File: src/rtl/cpu_pkg.sv
// rtl/cpu_pkg.sv - shared widths, opcodes, funct3 codes, ALU ops and FSM states
// Contents: bus width localparams, RV32I opcode/funct3 constants, alu_op_t,
// state_t and alu_op_decode() which maps an instruction onto an ALU operation.
package cpu_pkg;

  localparam int IBUS_ADDR_WIDTH = 32;
  localparam int IBUS_DATA_WIDTH = 32;
  localparam int DBUS_ADDR_WIDTH = 32;
  localparam int DBUS_DATA_WIDTH = 32;
  localparam int DBUS_STRB_WIDTH = 4;

  localparam logic [31:0] NOP_INSN = 32'h0000_0013;

  localparam logic [6:0] OPC_LUI    = 7'h37;
  localparam logic [6:0] OPC_AUIPC  = 7'h17;
  localparam logic [6:0] OPC_JAL    = 7'h6f;
  localparam logic [6:0] OPC_JALR   = 7'h67;
  localparam logic [6:0] OPC_BRANCH = 7'h63;
  localparam logic [6:0] OPC_LOAD   = 7'h03;
  localparam logic [6:0] OPC_STORE  = 7'h23;
  localparam logic [6:0] OPC_OPIMM  = 7'h13;
  localparam logic [6:0] OPC_OP     = 7'h33;

  localparam logic [2:0] F3_ADD  = 3'd0;
  localparam logic [2:0] F3_SLL  = 3'd1;
  localparam logic [2:0] F3_SLT  = 3'd2;
  localparam logic [2:0] F3_SLTU = 3'd3;
  localparam logic [2:0] F3_XOR  = 3'd4;
  localparam logic [2:0] F3_SR   = 3'd5;
  localparam logic [2:0] F3_OR   = 3'd6;
  localparam logic [2:0] F3_AND  = 3'd7;

  localparam logic [2:0] F3_BEQ  = 3'd0;
  localparam logic [2:0] F3_BNE  = 3'd1;
  localparam logic [2:0] F3_BLT  = 3'd4;
  localparam logic [2:0] F3_BGE  = 3'd5;
  localparam logic [2:0] F3_BLTU = 3'd6;
  localparam logic [2:0] F3_BGEU = 3'd7;

  localparam logic [2:0] F3_B  = 3'd0;
  localparam logic [2:0] F3_H  = 3'd1;
  localparam logic [2:0] F3_BU = 3'd4;
  localparam logic [2:0] F3_HU = 3'd5;

  typedef enum logic [3:0] {
    ALU_ADD, ALU_SUB, ALU_SLL, ALU_SLT, ALU_SLTU, ALU_XOR, ALU_SRL, ALU_SRA,
    ALU_OR, ALU_AND, ALU_BEQ, ALU_BNE, ALU_BLT, ALU_BGE, ALU_BLTU, ALU_BGEU
  } alu_op_t;

  typedef enum logic [2:0] {S_FETCH, S_DECODE, S_EXEC, S_MEM, S_WB} state_t;

  // alt is instruction bit 30: selects SUB (register form only) and SRA/SRAI.
  function automatic alu_op_t alu_op_decode(input logic [6:0] opcode,
                                            input logic [2:0] f3,
                                            input logic alt);
    alu_op_t op;
    op = ALU_ADD;
    if (opcode == OPC_BRANCH) begin
      case (f3)
        F3_BEQ:  op = ALU_BEQ;
        F3_BNE:  op = ALU_BNE;
        F3_BLT:  op = ALU_BLT;
        F3_BGE:  op = ALU_BGE;
        F3_BLTU: op = ALU_BLTU;
        F3_BGEU: op = ALU_BGEU;
        default: op = ALU_ADD;  // reserved branch codes never take
      endcase
    end else begin
      case (f3)
        F3_ADD:  op = (opcode == OPC_OP && alt) ? ALU_SUB : ALU_ADD;
        F3_SLL:  op = ALU_SLL;
        F3_SLT:  op = ALU_SLT;
        F3_SLTU: op = ALU_SLTU;
        F3_XOR:  op = ALU_XOR;
        F3_SR:   op = alt ? ALU_SRA : ALU_SRL;
        F3_OR:   op = ALU_OR;
        default: op = ALU_AND;
      endcase
    end
    return op;
  endfunction

endpackage

File: src/rtl/cpu_alu.sv
// rtl/cpu_alu.sv - combinational RV32I ALU and branch comparator
// Ports: op (alu_op_t), a, b (operands) -> result (arith/logic value),
// taken (branch condition, only meaningful for ALU_B* ops).
module cpu_alu
  import cpu_pkg::*;
(
  input  alu_op_t     op,
  input  logic [31:0] a,
  input  logic [31:0] b,
  output logic [31:0] result,
  output logic        taken
);

  always_comb begin
    result = '0;
    taken  = 1'b0;
    case (op)
      ALU_ADD:  result = a + b;
      ALU_SUB:  result = a - b;
      ALU_SLL:  result = a << b[4:0];
      ALU_SLT:  result = {31'b0, $signed(a) < $signed(b)};
      ALU_SLTU: result = {31'b0, a < b};
      ALU_XOR:  result = a ^ b;
      ALU_SRL:  result = a >> b[4:0];
      ALU_SRA:  result = $signed(a) >>> b[4:0];
      ALU_OR:   result = a | b;
      ALU_AND:  result = a & b;
      ALU_BEQ:  taken = (a == b);
      ALU_BNE:  taken = (a != b);
      ALU_BLT:  taken = ($signed(a) < $signed(b));
      ALU_BGE:  taken = ($signed(a) >= $signed(b));
      ALU_BLTU: taken = (a < b);
      ALU_BGEU: taken = (a >= b);
      default:  result = '0;
    endcase
  end

endmodule

File: src/rtl/cpu.sv
// rtl/cpu.sv - multicycle RV32I core: FETCH -> DECODE -> EXEC -> [MEM -> [WB]]
// Ports: clk_i, rst_i (sync active-high), stall_i (freeze);
// ibus_araddr_o/ibus_rdata_i (sync instruction memory, 1-cycle latency);
// dbus_addr_o, dbus_wvalid_o, dbus_wdata_o, dbus_wstrb_o, dbus_rdata_i (data bus).
module cpu
  import cpu_pkg::*;
#(
  parameter logic [31:0] RESET_PC = 32'h0000_0000
) (
  input  logic                       clk_i,
  input  logic                       rst_i,
  input  logic                       stall_i,
  output logic [IBUS_ADDR_WIDTH-1:0] ibus_araddr_o,
  input  logic [IBUS_DATA_WIDTH-1:0] ibus_rdata_i,
  output logic [DBUS_ADDR_WIDTH-1:0] dbus_addr_o,
  output logic                       dbus_wvalid_o,
  output logic [DBUS_DATA_WIDTH-1:0] dbus_wdata_o,
  output logic [DBUS_STRB_WIDTH-1:0] dbus_wstrb_o,
  input  logic [DBUS_DATA_WIDTH-1:0] dbus_rdata_i
);

  state_t      state;
  logic [31:0] pc, ir;
  logic [31:0] rf [32];

  logic [6:0]  opcode;
  logic [4:0]  rd, rs1, rs2;
  logic [2:0]  f3;
  logic [31:0] rs1_val, rs2_val;
  logic [31:0] imm_i, imm_s, imm_b, imm_u, imm_j;
  logic        is_load, is_store;
  logic [31:0] mem_addr, pc_plus4, jalr_sum;

  assign opcode   = ir[6:0];
  assign rd       = ir[11:7];
  assign f3       = ir[14:12];
  assign rs1      = ir[19:15];
  assign rs2      = ir[24:20];
  assign rs1_val  = (rs1 == 5'd0) ? 32'd0 : rf[rs1];
  assign rs2_val  = (rs2 == 5'd0) ? 32'd0 : rf[rs2];
  assign imm_i    = {{20{ir[31]}}, ir[31:20]};
  assign imm_s    = {{20{ir[31]}}, ir[31:25], ir[11:7]};
  assign imm_b    = {{19{ir[31]}}, ir[31], ir[7], ir[30:25], ir[11:8], 1'b0};
  assign imm_u    = {ir[31:12], 12'b0};
  assign imm_j    = {{11{ir[31]}}, ir[31], ir[19:12], ir[20], ir[30:21], 1'b0};
  assign is_load  = (opcode == OPC_LOAD);
  assign is_store = (opcode == OPC_STORE);
  // IR and the register file are frozen through MEM/WB, so this stays constant there.
  assign mem_addr = rs1_val + (is_store ? imm_s : imm_i);
  assign pc_plus4 = pc + 32'd4;
  assign jalr_sum = rs1_val + imm_i;

  alu_op_t     alu_op;
  logic [31:0] alu_b, alu_result;
  logic        alu_taken;

  assign alu_op = alu_op_decode(opcode, f3, ir[30]);
  assign alu_b  = (opcode == OPC_OP || opcode == OPC_BRANCH) ? rs2_val : imm_i;

  cpu_alu u_alu (
    .op     (alu_op),
    .a      (rs1_val),
    .b      (alu_b),
    .result (alu_result),
    .taken  (alu_taken)
  );

  logic [31:0] next_pc, exec_wdata;
  logic        exec_we;

  always_comb begin
    next_pc    = pc_plus4;
    exec_wdata = alu_result;
    exec_we    = 1'b0;
    case (opcode)
      OPC_LUI:    begin exec_we = 1'b1; exec_wdata = imm_u; end
      OPC_AUIPC:  begin exec_we = 1'b1; exec_wdata = pc + imm_u; end
      OPC_JAL:    begin exec_we = 1'b1; exec_wdata = pc_plus4; next_pc = pc + imm_j; end
      OPC_JALR:   begin exec_we = 1'b1; exec_wdata = pc_plus4; next_pc = jalr_sum & ~32'd1; end
      OPC_BRANCH: if (alu_taken) next_pc = pc + imm_b;
      OPC_OPIMM,
      OPC_OP:     exec_we = 1'b1;
      default:    exec_we = 1'b0;  // FENCE/SYSTEM/unknown behave as NOP
    endcase
  end

  // Load lane selection: byte by addr[1:0], half by addr[1]; misalignment not trapped.
  logic [7:0]  ld_byte;
  logic [15:0] ld_half;
  logic [31:0] load_data;

  assign ld_byte = dbus_rdata_i[{mem_addr[1:0], 3'b000} +: 8];
  assign ld_half = dbus_rdata_i[{mem_addr[1], 4'b0000} +: 16];

  always_comb begin
    case (f3)
      F3_B:    load_data = {{24{ld_byte[7]}}, ld_byte};
      F3_H:    load_data = {{16{ld_half[15]}}, ld_half};
      F3_BU:   load_data = {24'd0, ld_byte};
      F3_HU:   load_data = {16'd0, ld_half};
      default: load_data = dbus_rdata_i;
    endcase
  end

  logic        rf_we;
  logic [31:0] rf_wdata;

  assign rf_we    = !rst_i && !stall_i && (rd != 5'd0) &&
                    ((state == S_EXEC && exec_we) || state == S_WB);
  assign rf_wdata = (state == S_WB) ? load_data : exec_wdata;

  always_ff @(posedge clk_i) begin
    if (rf_we) rf[rd] <= rf_wdata;
  end

  always_ff @(posedge clk_i) begin
    if (rst_i) begin
      state <= S_FETCH;
      pc    <= RESET_PC;
      ir    <= NOP_INSN;
    end else if (!stall_i) begin
      case (state)
        S_FETCH:  state <= S_DECODE;
        S_DECODE: begin ir <= ibus_rdata_i; state <= S_EXEC; end
        S_EXEC: begin
          if (is_load || is_store) state <= S_MEM;
          else begin pc <= next_pc; state <= S_FETCH; end
        end
        S_MEM: begin
          if (is_load) state <= S_WB;
          else begin pc <= pc_plus4; state <= S_FETCH; end
        end
        S_WB:     begin pc <= pc_plus4; state <= S_FETCH; end
        default:  state <= S_FETCH;
      endcase
    end
  end

  logic in_mem;
  assign in_mem        = (state == S_MEM) || (state == S_WB);
  assign ibus_araddr_o = pc;
  assign dbus_addr_o   = in_mem ? mem_addr : 32'd0;
  // Gated by stall and reset so a held or aborted store never reaches memory.
  assign dbus_wvalid_o = (state == S_MEM) && is_store && !stall_i && !rst_i;

  always_comb begin
    dbus_wdata_o = '0;
    dbus_wstrb_o = '0;
    if (dbus_wvalid_o) begin
      case (f3)
        F3_B: begin
          dbus_wdata_o = {4{rs2_val[7:0]}};
          dbus_wstrb_o = 4'b0001 << mem_addr[1:0];
        end
        F3_H: begin
          dbus_wdata_o = {2{rs2_val[15:0]}};
          dbus_wstrb_o = mem_addr[1] ? 4'b1100 : 4'b0011;
        end
        default: begin
          dbus_wdata_o = rs2_val;
          dbus_wstrb_o = 4'b1111;
        end
      endcase
    end
  end

endmodule

File: config.mk
export PLATFORM = sky130hd
export DESIGN_NAME = cpu
export DESIGN_NICKNAME = d
export VERILOG_FILES = /design/src/rtl/cpu_pkg.sv /design/src/rtl/cpu_alu.sv /design/src/rtl/cpu.sv
export SDC_FILE = /design/constraint.sdc
export NUM_CORES = 2
export LEC_CHECK = 0
export ABC_AREA = 1
export CELL_PAD_IN_SITES_DETAIL_PLACEMENT = 1
export CELL_PAD_IN_SITES_GLOBAL_PLACEMENT = 2
export CORE_MARGIN = 5
export CORE_UTILIZATION = 38
export CTS_CLUSTER_SIZE = 24
export DETAILED_ROUTE_END_ITERATION = 16
export GPL_ROUTABILITY_DRIVEN = 0
export PLACE_DENSITY_LB_ADDON = 0.15
export SETUP_SLACK_MARGIN = 0.3
export SYNTH_ARGS = -nofsm -noshare
export SYNTH_HDL_FRONTEND = slang
export SYNTH_SLANG_ARGS = --single-unit
File: constraint.sdc
create_clock -name clk_i -period 7.8 [get_ports clk_i]
set_input_delay 1.95 -clock clk_i [delete_from_list [all_inputs] [get_ports clk_i]]
set_output_delay 1.95 -clock clk_i [all_outputs]
set_load 0.02 [all_outputs]
==> run_results.csv <==
group,metric,value,unit
pwr,power_density,237,nW/um^2
cells_and_area,nets,9518,
synthesis,async_flop_share,0,
synthesis,yosys.area.top_type,"edfxtp_1",
cells_and_area,area_growth,14.2,%
pwr,p_sw_frac,0.375,
pwr,p_switching,0.00729,W
job,maxCapViolations,0,
routing,maxUsedRoutingLayer,"met5",
place,dpl.hpwl,243000,microns
hold_path,holdCritPathClass,"flop to flop",
die,coreArea,188000,sq um
sta,rsz0062_at_grt,"yes",
setup_path,worstSetupEndpointType,"output pin",
pwr,internal_power,0.0121,W
synthesis,synth-main-ff-cell,"edfxtp_1",
synthesis,yosysSeqAreaShare,0.449,
cts,cts-htree-levels,4,
routing,wl_met2,161000,microns
routing,routed_wl,370000,microns
sta,final_hold_viol_count,0,
sta,setup_slack,401,ps
synthesis,syn_area,71800,sq um
setup_path,critical_path.max_fanout,34,
cts,cts_sinks,1100,
setup_path,worstPathArrival,5450,ps
hold_path,min_path_cells,2,
routing,wl_met1,152000,microns
routing,vias_per_cell,6.28,
synthesis,synth_area_leaders,"edfxtp_1 43%, nand2_1 12%, nand3_1 8.1%",
setup_path,r2r_slack,660,ps
place,pre_cts_slack,459,ps
cts,clkTransAtPathRegs,60,ps
die,die_h,445,microns
outcome,status,"finished clean",
sta,finClkSkew,54.9,ps
hold_path,holdPathEnd,"ir[1]",
pwr,finalPower,0.0194,W
global_route,grt_start_max_net_pins,148,
sta,fin_crit,7400,ps
synthesis,ys_ff_latch,1100,
cts,cts_tree,"done",
hold_path,hp-start,"ir[1]",
die,io_pins,168,
pwr,p_comb_frac,0.307,
sta,timing.final.max_slew_violations,0,
global_route,grt_pass1_vias,73800,
global_route,grt_pass1_wl,522000,microns
cts,clkLatencyLatePin,810,ps
place,numPortBuffers,166,
setup_path,worstRegToRegCells,28,
pwr,p_leak,32.1,nW
sta,relSlewSlack,0.0226,
die,fp.dieArea,198000,sq um
setup_path,crit_path_start_kind,"flop",
pwr,pwr-share-clk,0.317,
cts,hold_buffers,0,
routing,routedWlPerCell,31.2,microns
synthesis,synthDistinctLibCells,69,
sta,setup_tns,0,ps
sta,tightest_slew,1460,ps
routing,route.met3.wl,33000,microns
sta,min_period_over_period,0.949,
synthesis,synth-edff-count,1024,
cts,numCtsBuffers,134,
die,die_x,445,microns
cells_and_area,fin_cells,11900,
routing,drc,0,
sta,max_freq,0.135,GHz
cts,cts_root_buf,"clkbuf_16",
global_route,overflow,0,
die,initial_core_util,0.382,
pwr,seq_power_share,0.376,
cts,clock_path_buffers,3,
setup_path,r2r_end,"rf[20][25]",
setup_path,crit_type,"flop to output pin",
routing,drt_iter0_drc,8563,
cells_and_area,final_layout_size_suffix_gt1_frac,0.0802,
sta,finalSetupViolCount,0,
pwr,irDropWorstVdd,0.000195,V
routing,drt_first_pass_iters,6,
synthesis,synth_top_area_frac,0.428,
global_route,grtUsageTotal,0.358,
global_route,antenna_found_initial,3,
place,dp.cells,11600,
setup_path,required,5850,ps
synthesis,syn_area_per_cell,7.80,sq um
cells_and_area,final_util,0.437,
die,rows,159,
synthesis,syn_inst,9203,
synthesis,ys_warn_count,0,
routing,ant_nets,0,
routing,num_vias,74500,
==> power by group through the flow <==
stage	sequential, W	clock (W)	combinational (W)
after floorplan	0.00740	0	0.00312
after global placement	0.00743	0	0.00558
after detailed placement	0.00743	0	0.00567
after CTS	0.00731	0.00623	0.00575
after global routing	0.00731	0.00649	0.00626
final	0.00731	0.00617	0.00596
==> logic make-up (layout without fill, tap and decap cells) <==
logic type | after synthesis | in the layout | synth area share
AND/OR/NAND/NOR | 4540 | 4540 | 0.266
AO/OA/AOI/OAI | 2170 | 2170 | 0.173
buffers and inverters | 1116 | 1241 | 0.0673
flip-flops | 1100 | 1100 | 0.449
adder cells (fa/ha/maj) | 195 | 195 | 0.0347
XOR/XNOR | 80 | 80 | 0.00976
other | 1 | 34 | 0.0000522
multiplexers | 1 | 1 | 0.000139
==> cell usage in the layout, fill, tap and decap left out, types with 75 or more instances in the layout <==
master and instances:
nand3_1 1150, ha_1 183, nor2_1 929, o221ai_1 208, inv_1 447, clkdlybuf4s50_1 148
a21oi_1 688, o22ai_1 75, edfxtp_1 1024, nand2_1 2209, o21ai_0 872, buf_4 274
clkbuf_16 138
==> sequential cells by signal, summed over array words and instances, names as in the netlist, named ones only <==
| name | count |
|---|---|
| state | 3 |
| rf | 1024 |
| ibus_araddr_o | 31 |
| ir | 32 |
==> metal layers <==
metal  up-vias  global-route usage
li1      32300                   -
met1     37600               0.483
met2      3776               0.552
met3       848              0.0595
met4         2               0.191
met5         -                   0
==> cell type report <==
class | count | area (sq um)
clock buffers | 170 | 3520
multi-input cells | 7019 | 35400
well taps | 2495 | 3120
repair inverters | 1 | 8.76
clock inverters | 70 | 724
diodes | 1 | 2.50
flip-flops and latches | 1100 | 32300
repair buffers | 504 | 5040
fillers | 22700 | 106000
inverters | 496 | 1960
==> critical path, cell delays in order, from the launching register on <==
cell             delay (ps)
dfxtp_4                 480
buf_12                  170
buf_16                  190
nand2_1                  70
nand3_1                  80
nand2_1                  60
a21oi_1                 270
o31ai_1                 190
nand3_1                 110
nand3_1                 360
inv_1                   400
ha_1                    380
a21oi_1                 210
inv_1                    90
a31oi_1                 130
inv_1                   100
a21oi_1                 190
inv_1                    80
a21oi_1                 230
xor2_1                  120
nor2_1                  100
clkdlybuf4s50_1         610
==> through the flow <==
step,instance area (sq um),hold WS [ps]
after floorplan,71900,429
after global placement,76900,447
after detailed placement,76900,449
after CTS,81600,463
after global routing,82000,487
final,82000,462
==> worst max-delay path by stage <==
stage               slack (ps)  depth (start not counted)   from              end
CTS                        170                         25   flop  dbus_addr_o[28]
detailed placement         460                         22   flop  dbus_addr_o[28]
floorplan                 2000                         23  ir[1]  dbus_addr_o[28]
finish                     400                         21   flop  dbus_addr_o[14]
global placement           470                         24   flop  dbus_addr_o[28]
global route               190                         23   flop  dbus_addr_o[28]
==> Yosys cell counts (14+ instances only) <==
master       n
o21ai_0    874
nand4_1     45
buf_4       40
o211ai_1    59
nand2_1   2210
o22ai_1     75
inv_1      464
ha_1       188
dfxtp_1     76
a31oi_1     29
inv_2       25
o21a_1      17
xor2_1      64
o21ai_1     41
o21bai_1    14
a21oi_1    714
xnor2_1     16
or2_2       20
buf_6       22
edfxtp_1  1024
clkbuf_1   271
o31ai_1     55
o221ai_1   208
nor4_1      17
buf_1       46
buf_2      239
a211oi_1    15
nand3_1   1164
nor3_1      60
nor2_1     963
==> timing repair <==
item                       4_1_cts  5_1_grt
setup endpoints to repair       24       59
buffers inserted                13       14
cloned                           5        3
pin swaps                        2        0
gates resized for setup         69       45
(Power assumes the default switching activity.)
